File: src/rtl/cctrl_link_health_monitor.sv
// Per-channel link supervisor: debounces raw link-up flags, counts qualified losses,
// keeps sticky loss bits, offers counter readback and drives the board status LEDs.
//
// state        | meaning
// -------------+---------------------------------------------------------
// ST_DOWN      | link qualified down, raw flag low
// ST_QUAL_UP   | raw flag high, counting agreeing samples towards UP
// ST_UP        | link qualified up, raw flag high
// ST_QUAL_DOWN | raw flag low, counting agreeing samples towards DOWN
module cctrl_link_health_monitor #(
    parameter int NCHAN           = 8,
    parameter int DEBOUNCE_CYCLES = 1024,
    parameter int CNT_W           = 16,
    parameter int STRETCH_CYCLES  = 12500000
) (
    input  logic                                          sysClk,
    input  logic                                          sysReset_n,
    input  logic [NCHAN-1:0]                              linkRaw,
    input  logic [NCHAN-1:0]                              chanEnable,
    input  logic                                          clearStrobe,
    input  logic [((NCHAN > 1) ? $clog2(NCHAN) : 1)-1:0]  rdAddr,
    output logic [CNT_W-1:0]                              rdData,
    output logic [NCHAN-1:0]                              linkUp,
    output logic [NCHAN-1:0]                              stickyDown,
    output logic                                          allUp,
    output logic                                          ledOk,
    output logic                                          ledFault
);

    localparam int AW   = (NCHAN > 1) ? $clog2(NCHAN) : 1;
    localparam int DB_W = $clog2(DEBOUNCE_CYCLES);
    localparam int SW   = $clog2(STRETCH_CYCLES + 1);

    localparam logic [DB_W-1:0] DB_LAST      = DB_W'(DEBOUNCE_CYCLES - 1);
    localparam logic [SW-1:0]   STRETCH_LOAD = SW'(STRETCH_CYCLES);
    localparam logic [AW:0]     NCHAN_A      = (AW + 1)'(NCHAN);

    typedef enum logic [1:0] {
        ST_DOWN,
        ST_QUAL_UP,
        ST_UP,
        ST_QUAL_DOWN
    } link_state_t;

    link_state_t      state    [NCHAN];
    logic [DB_W-1:0]  db_cnt   [NCHAN];
    logic [CNT_W-1:0] loss_cnt [NCHAN];

    logic [NCHAN-1:0] link_up_q;
    logic [NCHAN-1:0] sticky_q;
    logic [NCHAN-1:0] loss_evt;
    logic [CNT_W-1:0] rd_data_q;
    logic             all_up_q;
    logic [SW-1:0]    stretch_cnt;
    logic [SW-1:0]    stretch_next;
    logic             led_fault_q;

    // A loss is the completion of QUAL_DOWN; disabled channels never raise one.
    always_comb begin
        loss_evt = '0;
        for (int i = 0; i < NCHAN; i++) begin
            loss_evt[i] = (state[i] == ST_QUAL_DOWN) && !linkRaw[i] &&
                          (db_cnt[i] == DB_LAST) && chanEnable[i];
        end
    end

    always_ff @(posedge sysClk) begin
        if (!sysReset_n) begin
            for (int i = 0; i < NCHAN; i++) begin
                state[i]  <= ST_DOWN;
                db_cnt[i] <= '0;
            end
            link_up_q <= '0;
        end else begin
            for (int i = 0; i < NCHAN; i++) begin
                case (state[i])
                    ST_DOWN: begin
                        if (linkRaw[i]) begin
                            state[i]  <= ST_QUAL_UP;
                            db_cnt[i] <= DB_W'(1);
                        end
                    end
                    ST_QUAL_UP: begin
                        if (!linkRaw[i]) begin
                            state[i]  <= ST_DOWN;
                            db_cnt[i] <= '0;
                        end else if (db_cnt[i] == DB_LAST) begin
                            state[i]     <= ST_UP;
                            db_cnt[i]    <= '0;
                            link_up_q[i] <= 1'b1;
                        end else begin
                            db_cnt[i] <= db_cnt[i] + DB_W'(1);
                        end
                    end
                    ST_UP: begin
                        if (!linkRaw[i]) begin
                            state[i]  <= ST_QUAL_DOWN;
                            db_cnt[i] <= DB_W'(1);
                        end
                    end
                    ST_QUAL_DOWN: begin
                        if (linkRaw[i]) begin
                            state[i]  <= ST_UP;
                            db_cnt[i] <= '0;
                        end else if (db_cnt[i] == DB_LAST) begin
                            state[i]     <= ST_DOWN;
                            db_cnt[i]    <= '0;
                            link_up_q[i] <= 1'b0;
                        end else begin
                            db_cnt[i] <= db_cnt[i] + DB_W'(1);
                        end
                    end
                    default: begin
                        state[i]     <= ST_DOWN;
                        db_cnt[i]    <= '0;
                        link_up_q[i] <= 1'b0;
                    end
                endcase
            end
        end
    end

    // A loss coinciding with a clear survives as a count of one.
    always_ff @(posedge sysClk) begin
        if (!sysReset_n) begin
            for (int i = 0; i < NCHAN; i++) begin
                loss_cnt[i] <= '0;
            end
            sticky_q <= '0;
        end else begin
            for (int i = 0; i < NCHAN; i++) begin
                if (clearStrobe) begin
                    loss_cnt[i] <= loss_evt[i] ? CNT_W'(1) : '0;
                    sticky_q[i] <= loss_evt[i];
                end else if (loss_evt[i]) begin
                    if (loss_cnt[i] != '1) begin
                        loss_cnt[i] <= loss_cnt[i] + CNT_W'(1);
                    end
                    sticky_q[i] <= 1'b1;
                end
            end
        end
    end

    always_ff @(posedge sysClk) begin
        if (!sysReset_n) begin
            rd_data_q <= '0;
            all_up_q  <= 1'b0;
        end else begin
            rd_data_q <= ({1'b0, rdAddr} < NCHAN_A) ? loss_cnt[rdAddr] : '0;
            all_up_q  <= (chanEnable != '0) && (&(link_up_q | ~chanEnable));
        end
    end

    always_comb begin
        stretch_next = stretch_cnt;
        if (|loss_evt) begin
            stretch_next = STRETCH_LOAD;
        end else if (stretch_cnt != '0) begin
            stretch_next = stretch_cnt - SW'(1);
        end
    end

    always_ff @(posedge sysClk) begin
        if (!sysReset_n) begin
            stretch_cnt <= '0;
            led_fault_q <= 1'b0;
        end else begin
            stretch_cnt <= stretch_next;
            led_fault_q <= (stretch_next != '0);
        end
    end

    assign rdData     = rd_data_q;
    assign linkUp     = link_up_q;
    assign stickyDown = sticky_q;
    assign allUp      = all_up_q;
    assign ledOk      = all_up_q;
    assign ledFault   = led_fault_q;

endmodule

File: config.mk
export PLATFORM = sky130hd
export DESIGN_NAME = cctrl_link_health_monitor
export DESIGN_NICKNAME = d
export VERILOG_FILES = /design/src/rtl/cctrl_link_health_monitor.sv
export SDC_FILE = /design/constraint.sdc
export NUM_CORES = 1
export LEC_CHECK = 0
export ABC_AREA = 1
export ABC_CLOCK_PERIOD_IN_PS = 6130
export CAP_MARGIN = 20
export CORE_ASPECT_RATIO = 1.2
export CORE_MARGIN = 5
export CORE_UTILIZATION = 35
export DETAILED_ROUTE_END_ITERATION = 8
export PLACE_DENSITY = 0.55
export SYNTH_ARGS = -nofsm -noshare
export SYNTH_HDL_FRONTEND = slang
export SYNTH_SLANG_ARGS = --single-unit
File: constraint.sdc
create_clock -name sysClk -period 6.13 [get_ports sysClk]
set_input_delay 1.839 -clock sysClk [delete_from_list [all_inputs] [get_ports sysClk]]
set_output_delay 1.839 -clock sysClk [all_outputs]
set_load 0.005 [all_outputs]
==> flow_summary.json, run 1 <==
{
  "p_int_mw": 3.85,
  "die_y_um": 247,
  "syn_area_per_cell_um2": 8.19,
  "path_max_fanout": 16,
  "leakage_nw": 7.26,
  "arrival_ns": 4.38,
  "status": "finished, final reports clean",
  "synth_top_area_cell": "edfxtp_1",
  "vias_per_cell": 4.98,
  "fp.dieW_um": 208,
  "synth-compound-area-share_pct": 10.0,
  "combPwrFrac_pct": 22.8,
  "slew_headroom_pct": 44.1,
  "layout_common_cells": "nand2_1 (356), nor2_1 (334), inv_1 (251), edfxtp_1 (224), o21ai_0 (116)",
  "synth_xor_area_share_pct": 4.17,
  "switching_power_mw": 1.84,
  "drt-initial-drc-count": 851,
  "htree_levels": 1,
  "seqPwrFrac_pct": 43.5,
  "grt.overflow.total": 0,
  "total_power_mw": 5.69,
  "cts.repair.resized": 0,
  "yosysWarningCount": 0,
  "worst_pin_slew_ns": 0.838,
  "cts_setup_buffers": 0,
  "fmax_ghz": 0.240,
  "core-area_um2": 46200,
  "place.gp.congestion": 0.854,
  "num_antenna_cells": 0,
  "synth_top_family_by_area": "simple AND/OR/NAND/NOR gates",
  "yosys.cell_types.count": 57,
  "post_route_cells_drive_above_1_share_pct": 7.54,
  "synthSimpleGateAreaFrac_pct": 28.7,
  "num-nets-final": 2084,
  "tns_ns": 0,
  "rows": 86,
  "antenna_found_initial": 0,
  "track_usage_pct": 15.4,
  "start_kind": "input pin",
  "slew_viol_final": 0,
  "seq_area_frac_synth_pct": 48.1,
  "clk_latency_ns": 0.58,
  "hold_class": "reg2reg",
  "fin_crit_ns": 4.17,
  "required_ns": 6.34,
  "synth_fp_nets": 2040,
  "dieArea_um2": 51300,
  "clk_pin_slew_ns": 0.06,
  "dp_hpwl_um": 29500,
  "clock_power_share_pct": 33.7,
  "grt_pass1_wl_um": 65800,
  "peakVddDrop_mv": 0.275,
  "powerDensity_nw_per_um2": 307,
  "layout_commonest_cell": "nand2_1",
  "drc": 0,
  "rsz0062_at_grt": "false",
  "io_buffers": 56,
  "ioPinCount": 57,
  "vias": 13380,
  "async_reset_ff_share_pct": 0,
  "routed_wirelength_um": 40500,
  "synth_top_area_share_pct": 41.1,
  "grt_max_degree": 87,
  "grt_pass1_vias": 13006,
  "switching_share_pct": 32.3,
  "fill_cells": 4653,
  "clock-sinks": 282,
  "crit_type": "in2reg",
  "yosys-mux-area-fraction_pct": 0,
  "syn_to_final_growth_pct": 13.1,
  "finClkSkew_ns": 0.0138,
  "cts_max_path_buffers": 3,
  "ys_top_cells_by_area": "edfxtp_1 (41%), nand2_1 (8.2%), nor2_1 (7.7%)",
  "finalSetupViolCount": 0,
  "synth-adder-area-share_pct": 1.37,
  "synth_ff_type": "edfxtp_1",
  "cts_root_buf": "clkbuf_16",
  "hold_violations": 0,
  "wl_per_cell_um": 15.1,
  "dr.pass1.iters": 5,
  "period_share_pct": 68.0,
  "ant_nets": 0,
  "synth_seq_cells": 282,
  "cts_tree": "done",
  "synth-edff-count": 224,
  "syn_inst": 2000,
  "worstSetupEndpointType": "flop",
  "start_util_pct": 35.5,
  "hold_buffers": 0,
  "cts_buffers": 31,
  "cap_viol_max_count": 0,
  "synth.cell_area_um2": 16400
}
## metrics by stage
stage | util, % | setup WS [ns] | hold WS, ns | cell area, µm² | instances
5_1_grt | 40.2 | 1.77 | 0.492 | 18500 | 2685
2_1_floorplan | - | 2.57 | 0.448 | 16400 | 2000
4_1_cts | 40.2 | 1.98 | 0.471 | 18500 | 2685
3_3_place_gp | 37.9 | 1.41 | 0.443 | 17500 | 2627
3_5_place_dp | 37.9 | 1.36 | 0.453 | 17500 | 2627
6_report | 40.2 | 1.96 | 0.466 | 18500 | 2685
## synth_stat cells (6+ instances only)
cell	instances
xnor2_1	19
ha_1	18
nand3_1	109
buf_2	10
nand4_1	26
inv_1	251
a211oi_1	6
nor3_1	61
o211ai_1	12
nor3_2	14
a21oi_1	97
inv_2	6
nor2_1	335
o22ai_1	8
nor3b_1	31
nor2_4	14
a31oi_1	20
xor2_1	59
nor2_2	14
o21ai_0	116
nand2_1	356
clkbuf_1	28
dfxtp_1	58
or2_2	12
edfxtp_1	224
nand2_2	14
nor4_1	18
## critical path, stage by stage
cell,delay [ns]
clkdlybuf4s50_1,0.60
nor2_2,0.42
inv_1,0.28
nor2_1,0.17
nand2_1,0.35
nand2_1,0.71
## layer usage
metal	routed length [µm]	vias up	global-route usage, %	share of wire [%]
met4	1320	0	5.35	3.3
met2	18900	273	26.1	47
met3	1960	84	2.47	4.8
li1	-	6799	-	-
met5	0	-	0	0
met1	18400	6224	20.0	45
## area by class of cell
| cell class | instances | area (µm²) | area share (%) |
|---|---|---|---|
| Clock buffer | 47 | 960 | 5.18 |
| Clock inverter | 11 | 91.3 | 0.493 |
| Multi-Input combinational cell | 1407 | 7260 | 39.2 |
| Timing Repair Buffer | 63 | 598 | 3.23 |
| Tap cell | 616 | 771 | 4.16 |
| Sequential cell | 282 | 7890 | 42.5 |
| Inverter | 259 | 972 | 5.24 |
## power by group through the flow
| stage | clock (mW) | combinational (mW) | sequential (mW) |
|---|---|---|---|
| 6_report | 1.92 | 1.30 | 2.47 |
| 5_1_grt | 2.04 | 1.49 | 2.50 |
| 4_1_cts | 1.97 | 1.31 | 2.47 |
| 3_5_place_dp | 0 | 1.30 | 2.51 |
| 3_3_place_gp | 0 | 1.30 | 2.50 |
| 2_1_floorplan | 0 | 1.00 | 2.45 |
## path summary, 6_finish.rpt
kind | from | end | slack [ns] | depth (start not counted)
hold reg to reg | stickyDown[4] | stickyDown[4] | 0.47 | 2
setup reg to reg | db_cnt[1][20] | loss_cnt[6][3] | 2.95 | 9
setup / recovery | clearStrobe | loss_cnt[0][3] | 1.96 | 6
hold / removal | stickyDown[4] | stickyDown[4] | 0.47 | 2
## state kept, by name (all words and copies together) (netlist names)
signal / cells
loss_cnt: 128
db_cnt: 80
ledFault: 1
stretch_cnt: 24
linkUp: 8
stickyDown: 8
allUp: 1
rdData: 16
state: 16
## cells by family (layout without fill, tap and decap cells)
kind of cell	after synthesis	count (layout)
adders and majority gates	18	18
buffers and inverters	311	380
and+or+nand+nor	1022	1022
xor gates and xnor gates	78	78
AOI/OAI and AO/OA	289	289
DFF	282	282
(Power assumes the default switching activity.)
==> inputs of run 2 (changes only) <==
--- a/config.mk
+++ b/config.mk
@@ -6,13 +6,13 @@
 export NUM_CORES = 1
 export LEC_CHECK = 0
 export ABC_AREA = 1
-export ABC_CLOCK_PERIOD_IN_PS = 6130
+export ABC_CLOCK_PERIOD_IN_PS = 3800
 export CAP_MARGIN = 20
 export CORE_ASPECT_RATIO = 1.2
 export CORE_MARGIN = 5
 export CORE_UTILIZATION = 35
 export DETAILED_ROUTE_END_ITERATION = 8
-export PLACE_DENSITY = 0.55
+export PLACE_DENSITY = 0.56
 export SYNTH_ARGS = -nofsm -noshare
 export SYNTH_HDL_FRONTEND = slang
 export SYNTH_SLANG_ARGS = --single-unit
==> constraint.sdc (replaced) <==
create_clock -name sysClk -period 3.8 [get_ports sysClk]
set_input_delay 1.14 -clock sysClk [delete_from_list [all_inputs] [get_ports sysClk]]
set_output_delay 1.14 -clock sysClk [all_outputs]
set_load 0.005 [all_outputs]
==> flow_summary.json, run 2 (synthesis results as in run 1) <==
{
  "status": "finished, final reports clean",
  "powerDensity_nw_per_um2": 502,
  "finClkSkew_ns": 0.0169,
  "hold_end": "stickyDown[3]",
  "combPwrFrac_pct": 22.4,
  "core-area_um2": 46200,
  "fmax_ghz": 0.354,
  "io_buffers": 56,
  "total_power_mw": 9.44,
  "htree_levels": 2,
  "dp_hpwl_um": 29500,
  "worst_pin_slew_ns": 0.989,
  "clock_power_share_pct": 35.4,
  "cp_slowest_cell": "nand2_1",
  "reg.largest.list": "loss_cnt x128, db_cnt x80, stretch_cnt x24",
  "clk_pin_slew_ns": 0.05,
  "pre_cts_slack_ns": 0.430,
  "cts_setup_buffers": 0,
  "cp.buffers_inverters": 2,
  "fill_cells": 4640,
  "top_register": "loss_cnt",
  "fp.dieW_um": 208,
  "rr_worst_depth": 7,
  "slew_headroom_pct": 34.0,
  "slew_viol_final": 0,
  "start_kind": "input pin",
  "r2r_slack_ns": 1.26,
  "cp_cell_sequence": "clkdlybuf4s50_1 > inv_1 > nand3_1 > nor2_1 > nand3_1 > nor2_1 > nand2_2 > nand2_1",
  "hold_class": "reg2reg",
  "period_share_pct": 74.3,
  "start_util_pct": 35.5,
  "drc": 0,
  "r2r-start": "db_cnt[1][0]",
  "leakage_nw": 7.40,
  "ioPinCount": 57,
  "cts_tree": "done",
  "min_delay_path_depth": 2,
  "rsz0062_at_grt": "false",
  "hold_violations": 0,
  "switching_share_pct": 31.8,
  "cts.repair.resized": 0,
  "clock-sinks": 282,
  "critPathTopFamily": "simple AND/OR/NAND/NOR gates",
  "place_inst": 2648,
  "holdCritStartpoint": "stickyDown[3]",
  "cp_num_cells": 8,
  "cap_viol_max_count": 0,
  "switching_power_mw": 3.00,
  "grt_pass1_wl_um": 65300,
  "largest_reg_flops": 128,
  "required_ns": 3.96,
  "worstSetupEndpointType": "flop",
  "num-nets-final": 2110,
  "cts_buffers": 36,
  "grt_pass1_vias": 12998,
  "peakVddDrop_mv": 0.303,
  "hold_buffers": 0,
  "place.gp.congestion": 0.906,
  "dieArea_um2": 51300,
  "crit_type": "in2reg",
  "path_max_fanout": 16,
  "layout_commonest_cell": "nand2_1",
  "vias": 13556,
  "cts_root_buf": "clkbuf_16",
  "setup_slack_ns": 0.978,
  "syn_to_final_growth_pct": 14.8,
  "seqPwrFrac_pct": 42.2,
  "layout_common_cells": "nand2_1 (356), nor2_1 (334), inv_1 (251), edfxtp_1 (224), o21ai_0 (116)",
  "post_route_cells_drive_above_1_share_pct": 8.40,
  "cts_max_path_buffers": 3,
  "track_usage_pct": 15.3,
  "cp_slowest_stage_delay_ns": 0.51,
  "fin_crit_ns": 2.82,
  "arrival_ns": 2.98,
  "ant_nets": 0,
  "grt_max_degree": 87,
  "fin_cells": 2712,
  "p_int_mw": 6.43,
  "die_y_um": 247,
  "rows": 86,
  "r2r-end": "loss_cnt[4][7]",
  "num_antenna_cells": 0,
  "antenna_found_initial": 0,
  "dr.pass1.iters": 5,
  "routed_wirelength_um": 40400,
  "final_core_util_pct": 40.7,
  "finalSetupViolCount": 0,
  "tns_ns": 0,
  "vias_per_cell": 5.00,
  "clk_latency_ns": 0.54,
  "grt.overflow.total": 0,
  "drt-initial-drc-count": 702,
  "wl_per_cell_um": 14.9
}
## run 2: cell count changes in the layout (fill, tap and decap cells not counted), moves of 2 or more
cell and delta:
buf_4 +20, clkbuf_1 +5, clkbuf_16 +5, clkbuf_8 -2
clkinv_1 +2
## run 2: metrics by stage
step | area, µm² | hold slack (ns)
2_1_floorplan | 16400 | 0.448
3_3_place_gp | 17700 | 0.447
3_5_place_dp | 17700 | 0.450
4_1_cts | 18800 | 0.473
5_1_grt | 18800 | 0.489
6_report | 18800 | 0.462
## run 2: per-layer routing
layer / track usage (%) / share of wire (%) / vias to the layer above
li1: - / - / 6842
met3: 2.96 / 5.4 / 77
met1: 19.8 / 45 / 6322
met2: 26.0 / 47 / 315
met4: 5.31 / 2.7 / 0
met5: 0 / 0 / -
## run 2: power by group through the flow
stage / Clock [mW] / Combinational [mW] / Sequential (mW)
after floorplan: 0 / 1.62 / 3.96
after global placement: 0 / 2.12 / 4.03
after detailed placement: 0 / 2.11 / 4.04
after CTS: 3.45 / 2.12 / 3.98
after global routing: 3.57 / 2.42 / 4.03
final: 3.34 / 2.11 / 3.98
## run 2: tightest hold or removal path: stages, from the launching register on
cell and delay [ns]:
dfxtp_1 0.31, nand2_1 0.06, nand2_1 0.04
## run 2: worst max path at each step
stage	from	end	slack (ns)
2_1_floorplan	sysReset_n	loss_cnt[6][0]	0.94
3_3_place_gp	sysReset_n	db_cnt[1][36]	0.45
3_5_place_dp	linkRaw[4]	loss_cnt[4][7]	0.43
4_1_cts	linkRaw[4]	loss_cnt[4][7]	0.99
5_1_grt	linkRaw[4]	loss_cnt[4][8]	0.80
6_report	linkRaw[4]	loss_cnt[4][7]	0.98
## run 2: area by class of cell
type                            count  area (µm²)  share of cell area, %
Clock buffer                       55        1080                   5.72
Clock inverter                      9        68.8                  0.366
Inverter                          259         972                   5.17
Multi-Input combinational cell   1407        7260                   38.6
Sequential cell                   282        7890                   41.9
Tap cell                          616         771                   4.10
Timing Repair Buffer               84         768                   4.09
